`src/rtl/sys_ctrl_seq.sv`:
```
// -----------------------------------------------------------------------------
// sys_ctrl_seq
//   Register-programmed sequencer for a PE array. A START write kicks off one
//   sequence: a single accumulator-clear cycle, (max_cntr+1)*run_cntr run
//   cycles stepping the buffer read index, DRAIN_CYC pipeline-drain cycles,
//   then a sticky done flag (and optionally an interrupt).
//
//   Optional feature macro: SYS_CTRL_IRQ_EN
//     defined   -> irq flop set on completion, cleared by any IRQ_CLR write,
//                  IRQ_CLR readable as {15'b0, irq}
//     undefined -> irq tied to 0, IRQ_CLR not decoded
//
// Parameters
//   ADR_BASE   base address of the four control registers
//   DRAIN_CYC  drain cycles after the last run cycle (1..15)
//
// Ports
//   clk, rst_n             clock, asynchronous active-low reset
//   ren, ibus_radr         read strobe / address
//   wen, ibus_wadr,
//   ibus_wdata             write strobe / address / data
//   ibus_rdata, rdata_hit  registered read data, valid-for-this-block flag
//   pe_clr, pe_en          PE accumulator clear / PE+buffer advance
//   cntr                   inner step count (buffer read index)
//   busy                   sequence active (CLEAR, RUN, DRAIN)
//   irq                    completion interrupt
//
// Register map (offset from ADR_BASE)
//   +0 START    W: [0]=start (idle/done only), [1]=clear done
//               R: {14'b0, done, busy}
//   +1 MAX_CNTR R/W, writable only while not busy
//   +2 RUN_CNTR R/W, writable only while not busy
//   +3 IRQ_CLR  W: any write clears irq; R: {15'b0, irq}
// -----------------------------------------------------------------------------
module sys_ctrl_seq #(
    parameter logic [15:0] ADR_BASE  = 16'hFFF0,
    parameter int unsigned DRAIN_CYC = 4
) (
    input  logic        clk,
    input  logic        rst_n,
    input  logic        ren,
    input  logic [15:0] ibus_radr,
    input  logic        wen,
    input  logic [15:0] ibus_wadr,
    input  logic [15:0] ibus_wdata,
    output logic [15:0] ibus_rdata,
    output logic        rdata_hit,
    output logic        pe_clr,
    output logic        pe_en,
    output logic [15:0] cntr,
    output logic        busy,
    output logic        irq
);

    localparam logic [15:0] ADR_START = ADR_BASE;
    localparam logic [15:0] ADR_MAX   = ADR_BASE + 16'd1;
    localparam logic [15:0] ADR_RUN   = ADR_BASE + 16'd2;
`ifdef SYS_CTRL_IRQ_EN
    localparam logic [15:0] ADR_IRQ   = ADR_BASE + 16'd3;
`endif
    localparam logic [3:0]  DRAIN_LAST = 4'(DRAIN_CYC - 1);

    typedef enum logic [2:0] {
        IDLE,
        CLEAR,
        RUN,
        DRAIN,
        DONE
    } state_t;

    state_t      state;
    state_t      state_nx;

    logic [15:0] max_cntr;
    logic [15:0] run_cntr;
    logic [15:0] iter;
    logic [3:0]  drain_cnt;
    logic        done;

    logic        wr_start;
    logic        wr_max;
    logic        wr_run;
    logic        start_go;
    logic        run_last;
    logic        drain_last;
    logic        enter_done;

    logic        rd_hit_nx;
    logic [15:0] rd_data_nx;

    // ---------------------------------------------------------------- decode
    always_comb begin
        wr_start   = wen && (ibus_wadr == ADR_START);
        wr_max     = wen && (ibus_wadr == ADR_MAX);
        wr_run     = wen && (ibus_wadr == ADR_RUN);
        start_go   = wr_start && ibus_wdata[0] &&
                     ((state == IDLE) || (state == DONE));
        // Final run cycle: last step of the last iteration. run_cntr==0 never
        // reaches RUN, so the subtraction cannot underflow in use.
        run_last   = (cntr == max_cntr) && (iter == (run_cntr - 16'd1));
        drain_last = (drain_cnt == DRAIN_LAST);
        enter_done = (state_nx == DONE) && (state != DONE);
    end

    // ---------------------------------------------------------- state register
    always_ff @(posedge clk or negedge rst_n) begin
        if (!rst_n) begin
            state <= IDLE;
        end else begin
            state <= state_nx;
        end
    end

    // -------------------------------------------------------------- next state
    always_comb begin
        state_nx = state;
        case (state)
            IDLE, DONE: begin
                if (start_go) begin
                    state_nx = CLEAR;
                end
            end
            CLEAR: begin
                state_nx = (run_cntr != 16'd0) ? RUN : DONE;
            end
            RUN: begin
                if (run_last) begin
                    state_nx = DRAIN;
                end
            end
            DRAIN: begin
                if (drain_last) begin
                    state_nx = DONE;
                end
            end
            default: begin
                state_nx = IDLE;
            end
        endcase
    end

    // ----------------------------------------------------------------- outputs
    always_comb begin
        pe_clr = 1'b0;
        pe_en  = 1'b0;
        busy   = 1'b0;
        case (state)
            CLEAR: begin
                pe_clr = 1'b1;
                busy   = 1'b1;
            end
            RUN, DRAIN: begin
                pe_en  = 1'b1;
                busy   = 1'b1;
            end
            default: begin
                pe_clr = 1'b0;
            end
        endcase
    end

    // ------------------------------------------------------ config registers
    always_ff @(posedge clk or negedge rst_n) begin
        if (!rst_n) begin
            max_cntr <= '0;
            run_cntr <= '0;
        end else if (!busy) begin
            if (wr_max) begin
                max_cntr <= ibus_wdata;
            end
            if (wr_run) begin
                run_cntr <= ibus_wdata;
            end
        end
    end

    // ------------------------------------------------- step / iteration counters
    // Counters are zeroed on the accepted start so they already read 0 during
    // the CLEAR cycle. DRAIN holds cntr at whatever the last RUN step left.
    always_ff @(posedge clk or negedge rst_n) begin
        if (!rst_n) begin
            cntr      <= '0;
            iter      <= '0;
            drain_cnt <= '0;
        end else begin
            case (state)
                IDLE, DONE: begin
                    if (start_go) begin
                        cntr <= '0;
                        iter <= '0;
                    end
                end
                CLEAR: begin
                    drain_cnt <= '0;
                end
                RUN: begin
                    if (cntr == max_cntr) begin
                        cntr <= '0;
                        iter <= iter + 16'd1;
                    end else begin
                        cntr <= cntr + 16'd1;
                    end
                end
                DRAIN: begin
                    if (!drain_last) begin
                        drain_cnt <= drain_cnt + 4'd1;
                    end
                end
                default: begin
                    drain_cnt <= '0;
                end
            endcase
        end
    end

    // --------------------------------------------------------------- done flag
    always_ff @(posedge clk or negedge rst_n) begin
        if (!rst_n) begin
            done <= 1'b0;
        end else if (enter_done) begin
            done <= 1'b1;
        end else if (start_go || (wr_start && ibus_wdata[1])) begin
            done <= 1'b0;
        end
    end

    // --------------------------------------------------------------- interrupt
`ifdef SYS_CTRL_IRQ_EN
    logic irq_q;
    logic wr_irq;

    assign wr_irq = wen && (ibus_wadr == ADR_IRQ);

    // Completion wins over a same-cycle IRQ_CLR write.
    always_ff @(posedge clk or negedge rst_n) begin
        if (!rst_n) begin
            irq_q <= 1'b0;
        end else if (enter_done) begin
            irq_q <= 1'b1;
        end else if (wr_irq) begin
            irq_q <= 1'b0;
        end
    end

    assign irq = irq_q;
`else
    assign irq = 1'b0;
`endif

    // --------------------------------------------------------------- read path
    // Read data is captured from the current register values on the same edge
    // that may write them, so a same-cycle read returns the pre-write value.
    always_comb begin
        rd_hit_nx  = 1'b0;
        rd_data_nx = '0;
        if (ren) begin
            case (ibus_radr)
                ADR_START: begin
                    rd_hit_nx  = 1'b1;
                    rd_data_nx = {14'b0, done, busy};
                end
                ADR_MAX: begin
                    rd_hit_nx  = 1'b1;
                    rd_data_nx = max_cntr;
                end
                ADR_RUN: begin
                    rd_hit_nx  = 1'b1;
                    rd_data_nx = run_cntr;
                end
`ifdef SYS_CTRL_IRQ_EN
                ADR_IRQ: begin
                    rd_hit_nx  = 1'b1;
                    rd_data_nx = {15'b0, irq_q};
                end
`endif
                default: begin
                    rd_hit_nx  = 1'b0;
                    rd_data_nx = '0;
                end
            endcase
        end
    end

    always_ff @(posedge clk or negedge rst_n) begin
        if (!rst_n) begin
            rdata_hit  <= 1'b0;
            ibus_rdata <= '0;
        end else begin
            rdata_hit  <= rd_hit_nx;
            ibus_rdata <= rd_data_nx;
        end
    end

endmodule

```
`config.mk`:
```
export PLATFORM = sky130hd
export DESIGN_NAME = sys_ctrl_seq
export DESIGN_NICKNAME = d
export VERILOG_FILES = /design/src/rtl/sys_ctrl_seq.sv
export SDC_FILE = /design/constraint.sdc
export NUM_CORES = 1
export LEC_CHECK = 0
export CORE_MARGIN = 5
export CORE_UTILIZATION = 57
export CTS_CLUSTER_SIZE = 25
export DETAILED_ROUTE_END_ITERATION = 6
export PLACE_DENSITY = 0.86
export SETUP_SLACK_MARGIN = 0.1
export SYNTH_ARGS = -nofsm -noshare
export SYNTH_HDL_FRONTEND = slang
export SYNTH_SLANG_ARGS = --single-unit
```
`constraint.sdc`:
```
create_clock -name clk -period 4.7 [get_ports clk]
set_clock_uncertainty 0.2 [all_clocks]
set_input_delay 0.705 -clock clk [delete_from_list [all_inputs] [get_ports clk]]
set_output_delay 0.705 -clock clk [all_outputs]
set_load 0.01 [all_outputs]
```
==> results.md <==
* Status: complete, no violations
* Warnings, synthesis at 0
* Top cells by area, synth: dfrtp_1, mux2_2, xnor2_1
* Pwr Density at 221 nW/um^2
* Final instance area at approximately 6000 sq um
* FP Rows at 33
* CTS max path bufs at 2
* Crit path from: ibus_wadr[8]
* Sw frac at 24.6%
* CP bufs+invs at 2
* HPWL Detailed at 9150 um
* WP data required at 4.78 ns
* Vias per Instance at 6.18
* Total CTS buffers at 9
* Top-count cell post-synth: dfrtp_1
* Initial Utilization at around 59%
* Via count at around 4,100
* FF+latch count, synth at 89
* Internal power at approximately 1.0 mW
* Sequential-to-total area share from yosys stat at 45.3%
* Largest net degree at the start of global routing at 90
* WS Path Type: in2reg
* Gate Count Post-Synth at 480
* Core ar. at a little over 8000 sq um
* Share of layout cells above drive strength 1 at 12.9%
* Static Leak at ~2.5 nW
* Clk sink count at 89
* Max Cap Viol at 0
* Post-Place Cell Area at 5860 sq um
* # nets final at a little over 600
* Die Wd at 103 um
* RSZ-0062 raised after global routing: no
* GRT overflow at 0
* Cts repair resizes at 0
* Crit-path slowest cell: or4_1
* Initial antenna violation count at 0
* Gpl congestion at 0.833
* Reg power frac at ~57%
* Antenna cells at 0
* Initial DRC count at ~200
* CP endpoint kind: flip-flop
* Commonest cells post-synth: dfrtp_1, mux2_2, nor2_1
* Largest area contributor in the synthesized netlist: dfrtp_1
* HP Class: in2async
* Cell area after synthesis at between 4000 and 5000 sq um
* Pins Over Slew Limit at 0
* Crit path DAT at around 3.3 ns
* Fin. Hold Viols at 0
* Crit Path Max Fanout at 18
* CTS tree: built
* Critical path cell sequence: clkdlybuf4s50_1 > nand4_1 > or3_1 > nor4b_4 > buf_4 > mux2i_1 > or4_1 > a21oi_1
* Switching power at 0.329 mW
* Reg-to-reg critical path startpoint: state[1]
* Wirelength per Cell at roughly 19 um
* Most used DFF post-synth: dfrtp_1
* Ys async rst share at 100%
* Reg clk slew, reported paths at 0.10 ns
* Worst hold slack at about 0.32 ns
* Drt first pass iters at 5
* First-pass GRT wire length at between 20,000 and 25,000 um
* Slew @ Worst Pin at 1.26 ns
* CP max stage delay at 0.63 ns
* Final min period at roughly 3.3 ns
* Critical path's top delay family: simple AND/OR/NAND/NOR gates
* DRC violations left at 0
* CTS root buf: clkbuf_8
* Area grow syn2layout at 22.9%
* Die area at roughly 11,000 sq um
* Fin Setup TNS at 0 ns
* I/O pins at 89
* Worst vdd ir at about 130 uV
* Post-synth top area share at approximately 45%
* Worst slack at placement at ~1.1 ns
* Post-synth EDFFs at 0
* Tcrit/Tclk final at between 60% and 70%
* Pwr Total at ~1.3 mW
* Postcts setup bufs at 0
* All-Layer GR Usage at ~25%
* CTS H-tree lvls at 3
* Setup Viol. Count Final at 0
* Clock Latency Late Sink at ~0.37 ns
* Max-slew headroom at between 10% and 20%
* Clock Power Share at between 30% and 40%
* Synth Net Count at roughly 540
* Chip Height at around 100 um
* Final setup margin at roughly 1.4 ns
* Critical Path Start Type: primary input
* Hold Buf Count CTS at 0
* I/O Buffers at 87
* Syn Area/Cell at 10.2 sq um
* Logic pwr share at roughly 5.0%
* Routed Wire Length at roughly 13,000 um
* Fmax at 0.307 GHz
* Synth cell types at 56
* Vias in the first global route at around 4,200
* Final ANT Viol Nets at 0
power by group through the flow:
| stage | clock network [mW] | registers [mW] | logic (mW) |
|---|---|---|---|
| finish | 0.504 | 0.765 | 0.0672 |
| global route | 0.549 | 0.766 | 0.0733 |
| CTS | 0.515 | 0.765 | 0.0683 |
| detailed placement | 0 | 0.781 | 0.0680 |
| global placement | 0 | 0.781 | 0.0675 |
| floorplan | 0 | 0.781 | 0.00601 |
metal layers:
layer / vias to the layer above / routed length (um) / track usage [%]
met4: 0 / 201 / 7.77
met2: 171 / 6120 / 40.3
li1: 1930 / - / -
met5: - / 0 / 0
met1: 2015 / 5260 / 32.8
met3: 22 / 980 / 5.28
sequential cells by signal (all words and copies together), names as in the netlist:
signal / count
max_cntr: 16
done: 1
rdata_hit: 1
ibus_rdata: 16
drain_cnt: 4
iter: 16
run_cntr: 16
state: 3
cntr: 16
final cells by class:
| cell class | instances | area, sq um |
|---|---|---|
| multi-input cells | 359 | 2560 |
| fillers | 600 | 2260 |
| flip-flops and latches | 89 | 2230 |
| repair buffers | 92 | 906 |
| well taps | 105 | 131 |
| clock buffers | 9 | 124 |
| clock inverters | 7 | 60.1 |
| inverters | 9 | 33.8 |
cell usage in the layout (no fill, tap or decap), drive strengths merged, types with 3 or more instances in the layout:
cell           instances
dfrtp                 89
clkdlybuf4s50         86
mux2                  37
nor2                  32
nand2                 31
xnor2                 27
o21ai                 27
a22oi                 21
nand4                 17
xor2                  17
or4                   14
nand3                 13
inv                   13
a21oi                 12
nor3                  11
a22o                  10
o31ai                  9
and3                   9
clkbuf                 9
nor2b                  8
nor3b                  8
buf                    6
or2                    5
mux2i                  5
nor4                   5
ha                     4
and2                   4
nor4b                  4
or3                    3
o21a                   3
stage by stage:
step	utilization, %	std cells
final	72.8	670
after global routing	72.8	670
after CTS	72.8	670
after detailed placement	70.6	654
after global placement	70.6	654
after floorplan	-	480
kinds of logic (layout without fill, tap and decap cells):
group / after synthesis / after routing / share of synthesized area, %
xor gates and xnor gates: 44 / 44 / 7.84
AOI/OAI and AO/OA: 93 / 93 / 13.1
adders and majority gates: 4 / 4 / 1.02
muxes: 42 / 42 / 9.49
DFF: 89 / 89 / 45.3
other: 1 / 1 / 0.0763
buffers and inverters: 32 / 117 / 2.65
and+or+nand+nor: 175 / 175 / 20.6
worst paths after layout:
kind	slack, ns	cells after the start	end
max	1.44	8	iter[10]
min	0.32	1	drain_cnt[3]
max reg2reg	1.52	5	cntr[2]
min reg2reg	0.35	2	done
max in group asynchronous	3.25	1	iter[9]
min in group clk	0.35	2	done
(Power assumes the default switching activity.)
